==> src/rtl/cnt_bcd_converter.sv <==
// Signed two's-complement to sign + packed BCD converter.
// Iterative double-dabble: one magnitude bit is consumed per clock in CONVERT,
// with valid/ready handshakes on both sides so the display can back-pressure.
module cnt_bcd_converter #(
    parameter int WIDTH  = 10,
    parameter int DIGITS = 3
) (
    input  logic                  clk,
    input  logic                  rst,
    input  logic                  in_valid,
    output logic                  in_ready,
    input  logic [WIDTH-1:0]      in_data,
    output logic                  out_valid,
    input  logic                  out_ready,
    output logic                  out_sign,
    output logic [4*DIGITS-1:0]   out_bcd
);

    localparam int BW = 4 * DIGITS;
    localparam int CW = $clog2(WIDTH + 1);

    localparam logic [1:0] IDLE    = 2'd0;
    localparam logic [1:0] CONVERT = 2'd1;
    localparam logic [1:0] DONE    = 2'd2;

    logic [1:0]       state;
    logic [WIDTH-1:0] mag;
    logic [BW-1:0]    bcd_work;
    logic             sign_cap;
    logic [CW-1:0]    iter;

    logic [BW-1:0]       bcd_adj;
    logic [BW+WIDTH-1:0] shifted;
    logic [BW-1:0]       bcd_next;
    logic [WIDTH-1:0]    mag_next;

    assign in_ready  = (state == IDLE);
    assign out_valid = (state == DONE);

    // Add-3 correction on every working digit that would overflow past 9 when doubled
    always_comb begin
        bcd_adj = bcd_work;
        for (int i = 0; i < DIGITS; i++) begin
            if (bcd_work[4*i +: 4] >= 4'd5)
                bcd_adj[4*i +: 4] = bcd_work[4*i +: 4] + 4'd3;
        end
    end

    // Shift the combined {bcd, magnitude} register; magnitude MSB feeds the BCD LSB
    always_comb begin
        shifted  = {bcd_adj, mag} << 1;
        bcd_next = shifted[BW+WIDTH-1:WIDTH];
        mag_next = shifted[WIDTH-1:0];
    end

    // Control FSM and datapath; results only move to the outputs on entry to DONE
    always_ff @(posedge clk) begin
        if (rst) begin
            state    <= IDLE;
            mag      <= '0;
            bcd_work <= '0;
            sign_cap <= 1'b0;
            iter     <= '0;
            out_sign <= 1'b0;
            out_bcd  <= '0;
        end else begin
            case (state)
                IDLE: begin
                    if (in_valid) begin
                        sign_cap <= in_data[WIDTH-1];
                        // Most negative value maps to 2^(WIDTH-1), still representable unsigned
                        mag      <= in_data[WIDTH-1] ? (~in_data) + WIDTH'(1) : in_data;
                        bcd_work <= '0;
                        iter     <= '0;
                        state    <= CONVERT;
                    end
                end
                CONVERT: begin
                    bcd_work <= bcd_next;
                    mag      <= mag_next;
                    iter     <= iter + CW'(1);
                    if (iter == CW'(WIDTH - 1)) begin
                        out_bcd  <= bcd_next;
                        // Zero magnitude never reports as negative
                        out_sign <= sign_cap && (bcd_next != '0);
                        state    <= DONE;
                    end
                end
                DONE: begin
                    if (out_ready)
                        state <= IDLE;
                end
                default: state <= IDLE;
            endcase
        end
    end

endmodule

==> config.mk <==
export PLATFORM = sky130hd
export DESIGN_NAME = cnt_bcd_converter
export DESIGN_NICKNAME = d
export VERILOG_FILES = /design/src/rtl/cnt_bcd_converter.sv
export SDC_FILE = /design/constraint.sdc
export NUM_CORES = 1
export LEC_CHECK = 0
export CAP_MARGIN = 40
export CORE_MARGIN = 10
export CORE_UTILIZATION = 54
export DETAILED_ROUTE_END_ITERATION = 16
export GPL_TIMING_DRIVEN = 0
export MAX_ROUTING_LAYER = met4
export PLACE_DENSITY = 0.9
export SLEW_MARGIN = 25
export SYNTH_ARGS = -nofsm -noshare
export SYNTH_HDL_FRONTEND = slang
export SYNTH_SLANG_ARGS = --single-unit
==> constraint.sdc <==
create_clock -name clk -period 2.1 [get_ports clk]
set_clock_uncertainty 0.1 [all_clocks]
set_input_delay 0.21 -clock clk [delete_from_list [all_inputs] [get_ports clk]]
set_output_delay 0.21 -clock clk [all_outputs]
set_load 0.01 [all_outputs]
After elaboration in Yosys (flattened, before gate mapping)
Index checks and enable logic that the tools add are counted.

$add $sub $neg: 5. $lt $le $gt $ge: 3. Equal/unequal tests: 6. Multiplexer cells: 14. Bitwise gates (word level): 1. Reduce and logical (&&, ||, !) cells: 8.

Operators with widths (count): $pmux W12 S2 (1); $mux W10 (2); $pmux W10 S2 (1); $ge A4 B3 Y1 const B (3); $mux W12 (1); $mux W4 (3); $reduce_bool A12 Y1 (1); $add A10 B1 Y10 const B (1); $not A10 Y10 (1); $add A4 B2 Y4 const B (2); $pmux W4 S2 (1); $mux W2 (3); $pmux W2 S3 (1); $reduce_and A2 Y1 (3); $add A4 B1 Y4 const B (1); $eq A4 B4 Y1 const B (1); $ne A2 B2 Y1 const B (2); $add A3 B2 Y3 const B (1); $mux W3 (1); $reduce_and A3 Y1 (1); $eq A2 B1 Y1 const B (1); $eq A2 B2 Y1 const B (1); $logic_not A2 Y1 (1); $ne A2 B1 Y1 const B (1); other kinds (2) (2).

Bits in registers: 42. Output and inout bits: 15.

Longest topological paths before layout
Gate-level depths: netlist of run 1.

Depth after elaboration: 5. Mapped depth: 8. Gate-level depth less buffers: 7.

Least setup slack after synthesis of run 1
Ideal clock, no wire load.

Kind: flip-flop to flip-flop. Start point: reg iter[0]. End point: reg out_sign. Library setup time: 0.131 ns. Arrival time: 1.508 ns. Setup slack: 0.361 ns. Stages on the path, launching flop included: 7. Buffers on the path: 0. Cells stage by stage: dfxtp_1 ha_1 nand4b_1 or2_1 a221o_1 nor4_1 a31oi_1.

Longest elaborated chain between the ends: 2.

Ends and longest elaborated chain: start, declared (RTL line 30) `logic [CW-1:0] iter;`; start signal, assigned (RTL line 81) `iter <= iter + CW'(1);`; $eq A4 B4 Y1 (RTL line 82) `if (iter == CW'(WIDTH - 1)) begin`; $reduce_and A2 Y1 (no line); end signal, assigned (RTL line 85) `out_sign <= sign_cap && (bcd_next != '0);`; end, declared (RTL line 15) `output logic out_sign,`.

Every way passes these cells. A chain may end at the register's enable or synchronous reset.

Worst setup path in the final report of run 1
Start point: in in_data[0]. End point: reg mag[6].

Longest elaborated chain between the ends: 5.

Ends and longest elaborated chain: start, declared (RTL line 12) `input logic [WIDTH-1:0] in_data,`; $not A10 Y10 (RTL line 72) `mag <= in_data[WIDTH-1] ? (~in_data) + WIDTH'(1) : in_data;`; $add A10 B1 Y10 (RTL line 72); $mux W10 (RTL line 72); $mux W10 (RTL line 69) `if (in_valid) begin`; $pmux W10 S2 (RTL line 67) `case (state)`; end signal, assigned (RTL line 72); end signal, assigned (RTL line 80) `mag <= mag_next;`; end, declared (RTL line 27) `logic [WIDTH-1:0] mag;`.

Every way passes these cells. The select of a mux whose other input is x is not followed.

==> metrics.cfg, run 1 <==
[clocking]
numCtsBuffers = 5
cts_htree_levels = 2
clock-sinks = 42
cts_tree = built
cts_root_buf = clkbuf_8
clk_pin_slew_ns = 0.08
cts_resized = 0
clock_latency_ns = 0.30
clockBufferDepth = 2
post_cts_buffers = 0
ctsHoldBuffers = 0

[routing]
drc = 0
dr.pass1.iters = 4
met1_length_mm = 2.13
drt_iter0_drc = 209
route.vias.total = 1924
vias_per_cell = 5.81
routed.top_layer = met4
wl_met2_mm = 2.41
antenna_left = 0
post_drt_wl_per_cell_microns = 15.0
wl_met3_microns = 309
drt_wl_total_mm = 4.96

[placed_design]
hpwlAfterDp_mm = 3.55
io_buffers = 27
dpl_worst_slack_ns = -0.134
dp.cells = 323
placed_cell_area_sq_um = 2390
routabilityCongestion = 0.917

[setup_path]
r2r_cells = 6
startpoint_type = input port
cp-end-kind = flop
crit_type = in2reg
r2r_setup_slack_ns = 0.13
cp_max_fo = 4
worstPathArrival_ns = 2.05
crit_start = in_data[0]
crit-reg2reg-launch = iter[0]
worstReg2RegEnd = out_sign
required_ns = 2.17

[global_route]
grtUsageTotal_pct = 15.9
grt_overflow = 0
grt_pass1_vias = 1818
antenna_found_initial = 0
grt_max_degree = 13
grt_pass1_wl_mm = 8.22

[power]
p_per_area_nw_per_um2 = 646
p_seq_share_pct = 51.3
p_clk_share_pct = 39.0
p_sw_share_pct = 23.3
combPwrFrac_pct = 9.7
internal_power_w = 0.00124
ir_drop_mv = 0.452
switchingPower_w = 0.000375
leakagePower_nw = 0.873

[sta]
hold_viol_final = 0
rsz0062_at_grt = false
fin_crit_sh_pct = 94.3
setup_violations = 0
setup_tns_ns = 0
finalWorstSetupSlack_ns = 0.121
slew_violations = 0
relSlewSlack_pct = 59.9
layout_min_cycle_time_ns = 1.98
fmax_mhz = 505
tightest_slew_ns = 0.596

[final_layout]
area_growth_pct = 21.3
layout.cells.non_filler = 331
final.fill_count = 294
num_antenna_cells = 0
final_area_sq_um = 2500
nets = 305
drive_gt1_share_pct = 3.89

[synth]
yosysMostFrequentCell = dfxtp_1
synth_edf_count = 0
seq_area_frac_synth_pct = 40.9
async_reset_ff_share_pct = 0
synth_seq_cells = 42
syn_nets = 271
synth_area_sq_um = 2060
synth_common_cells = dfxtp_1, nor2_1, nand2_1
synth_top_flop_cell = dfxtp_1
syn_inst = 248
yosysWarnings = 0
ys_types = 42
netlist.area_leader.share_pct = 40.9
synth_top_area_cell = dfxtp_1
syn_area_per_cell_sq_um = 8.30
synth_top_cells_by_area = dfxtp_1, nor2_1, a21oi_1

[floorplan]
io_pins = 29
die_h_microns = 81.7
core-area_sq_um = 3660
die_w_microns = 81.7
rows = 22
dieArea_sq_um = 6680
start_util_pct = 56.2

[outcome]
status = completed

[flow_run]
cap_violations = 0

[worst_hold_path]
hp-start = rst
whs_path_depth = 2
hold_class = in2reg
hold_end = mag[7]

placed cells by master, fill, tap and decap left out, types with 3 or more instances in the layout:
cell             instances
a211oi_1                 4
a21oi_1                 23
a222oi_1                 7
a22oi_1                  9
clkbuf_1                14
clkbuf_8                 5
clkdlybuf4s50_1         27
dfxtp_1                 42
ha_1                     9
inv_1                   10
mux2i_1                  3
nand2_1                 26
nand2b_1                 7
nand3_1                  5
nor2_1                  32
nor2b_1                  3
nor3_1                   6
nor3b_1                  5
o21ai_0                  8
xnor2_1                  8
worst max-delay path by stage:
stage          slack (ns)       end
6_report             0.12    mag[6]
5_1_grt              0.03    mag[5]
4_1_cts              0.12    mag[6]
3_5_place_dp        -0.13    mag[5]
3_3_place_gp        -0.10    mag[5]
2_1_floorplan        0.36  out_sign
power groups by stage:
stage / sequential [W] / clock [W] / combinational (W)
after floorplan: 0.000841 / 0 / 0.0000954
after global placement: 0.000844 / 0 / 0.000149
after detailed placement: 0.000844 / 0 / 0.000153
after CTS: 0.000827 / 0.000629 / 0.000156
after global routing: 0.000829 / 0.000663 / 0.000173
final: 0.000827 / 0.000629 / 0.000157
layer usage:
layer  global-route usage (%)  vias to the layer above
met4                     7.65                        0
met5                        -                        -
met2                     26.0                       57
met3                     3.60                       12
li1                         -                      948
met1                     18.0                      907
state kept, by name, indices dropped and copies added (netlist names):
register / flops
bcd_work: 12
out_bcd: 12
sign_cap: 1
iter: 4
state: 2
mag: 10
out_sign: 1
cell type report:
type / count / area [sq um] / share of cell area, %
Sequential cell: 42 / 841 / 33.7
Tap cell: 48 / 60.1 / 2.40
Clock buffer: 7 / 76.3 / 3.06
Timing Repair Buffer: 27 / 270 / 10.8
Buffer: 14 / 60.1 / 2.40
Multi-Input combinational cell: 182 / 1120 / 44.9
Inverter: 10 / 37.5 / 1.50
Clock inverter: 1 / 30.0 / 1.20
per-stage QoR:
stage	hold slack, ns	total power (W)	utilization (%)
3_3_place_gp	0.342	0.000993	65.2
2_1_floorplan	0.258	0.000937	-
5_1_grt	0.230	0.00167	68.2
3_5_place_dp	0.348	0.000997	65.2
4_1_cts	0.214	0.00161	68.1
6_report	0.202	0.00161	68.2
cell families (layout without fill, tap and decap cells):
| logic type | Yosys count | in the layout | share of synthesized area, % |
|---|---|---|---|
| multiplexers | 3 | 3 | 1.46 |
| AND/OR/NAND/NOR | 96 | 96 | 22.4 |
| adder cells (fa/ha/maj) | 9 | 9 | 5.47 |
| XOR/XNOR | 10 | 10 | 4.26 |
| flip-flops | 42 | 42 | 40.9 |
| buffers and inverters | 24 | 59 | 4.74 |
| AO/OA/AOI/OAI | 64 | 64 | 20.9 |
critical path, cell delays in order:
cell and delay, ns:
clkdlybuf4s50_1 0.46, inv_1 0.08, ha_1 0.15, or3b_4 0.41
o31ai_2 0.21, xnor2_1 0.10, a222oi_1 0.36, nor2_1 0.06
(Power assumes the default switching activity.)
==> run 2, diff against run 1 <==
--- a/config.mk
+++ b/config.mk
@@ -8,6 +8,7 @@
 export CAP_MARGIN = 40
 export CORE_MARGIN = 10
 export CORE_UTILIZATION = 54
+export CTS_CLUSTER_DIAMETER = 50
 export DETAILED_ROUTE_END_ITERATION = 16
 export GPL_TIMING_DRIVEN = 0
 export MAX_ROUTING_LAYER = met4
==> results of run 2 <==
No change in the layout: final DEF, timing and power equal those of run 1.
==> run 3, diff against run 2 <==
--- a/config.mk
+++ b/config.mk
@@ -5,6 +5,7 @@
 export SDC_FILE = /design/constraint.sdc
 export NUM_CORES = 1
 export LEC_CHECK = 0
+export ABC_AREA = 0
 export CAP_MARGIN = 40
 export CORE_MARGIN = 10
 export CORE_UTILIZATION = 54
@@ -13,7 +14,7 @@
 export GPL_TIMING_DRIVEN = 0
 export MAX_ROUTING_LAYER = met4
 export PLACE_DENSITY = 0.9
-export SLEW_MARGIN = 25
+export SLEW_MARGIN = 20
 export SYNTH_ARGS = -nofsm -noshare
 export SYNTH_HDL_FRONTEND = slang
 export SYNTH_SLANG_ARGS = --single-unit
==> results of run 3 <==
No change in the layout: final DEF, timing and power equal those of run 1.
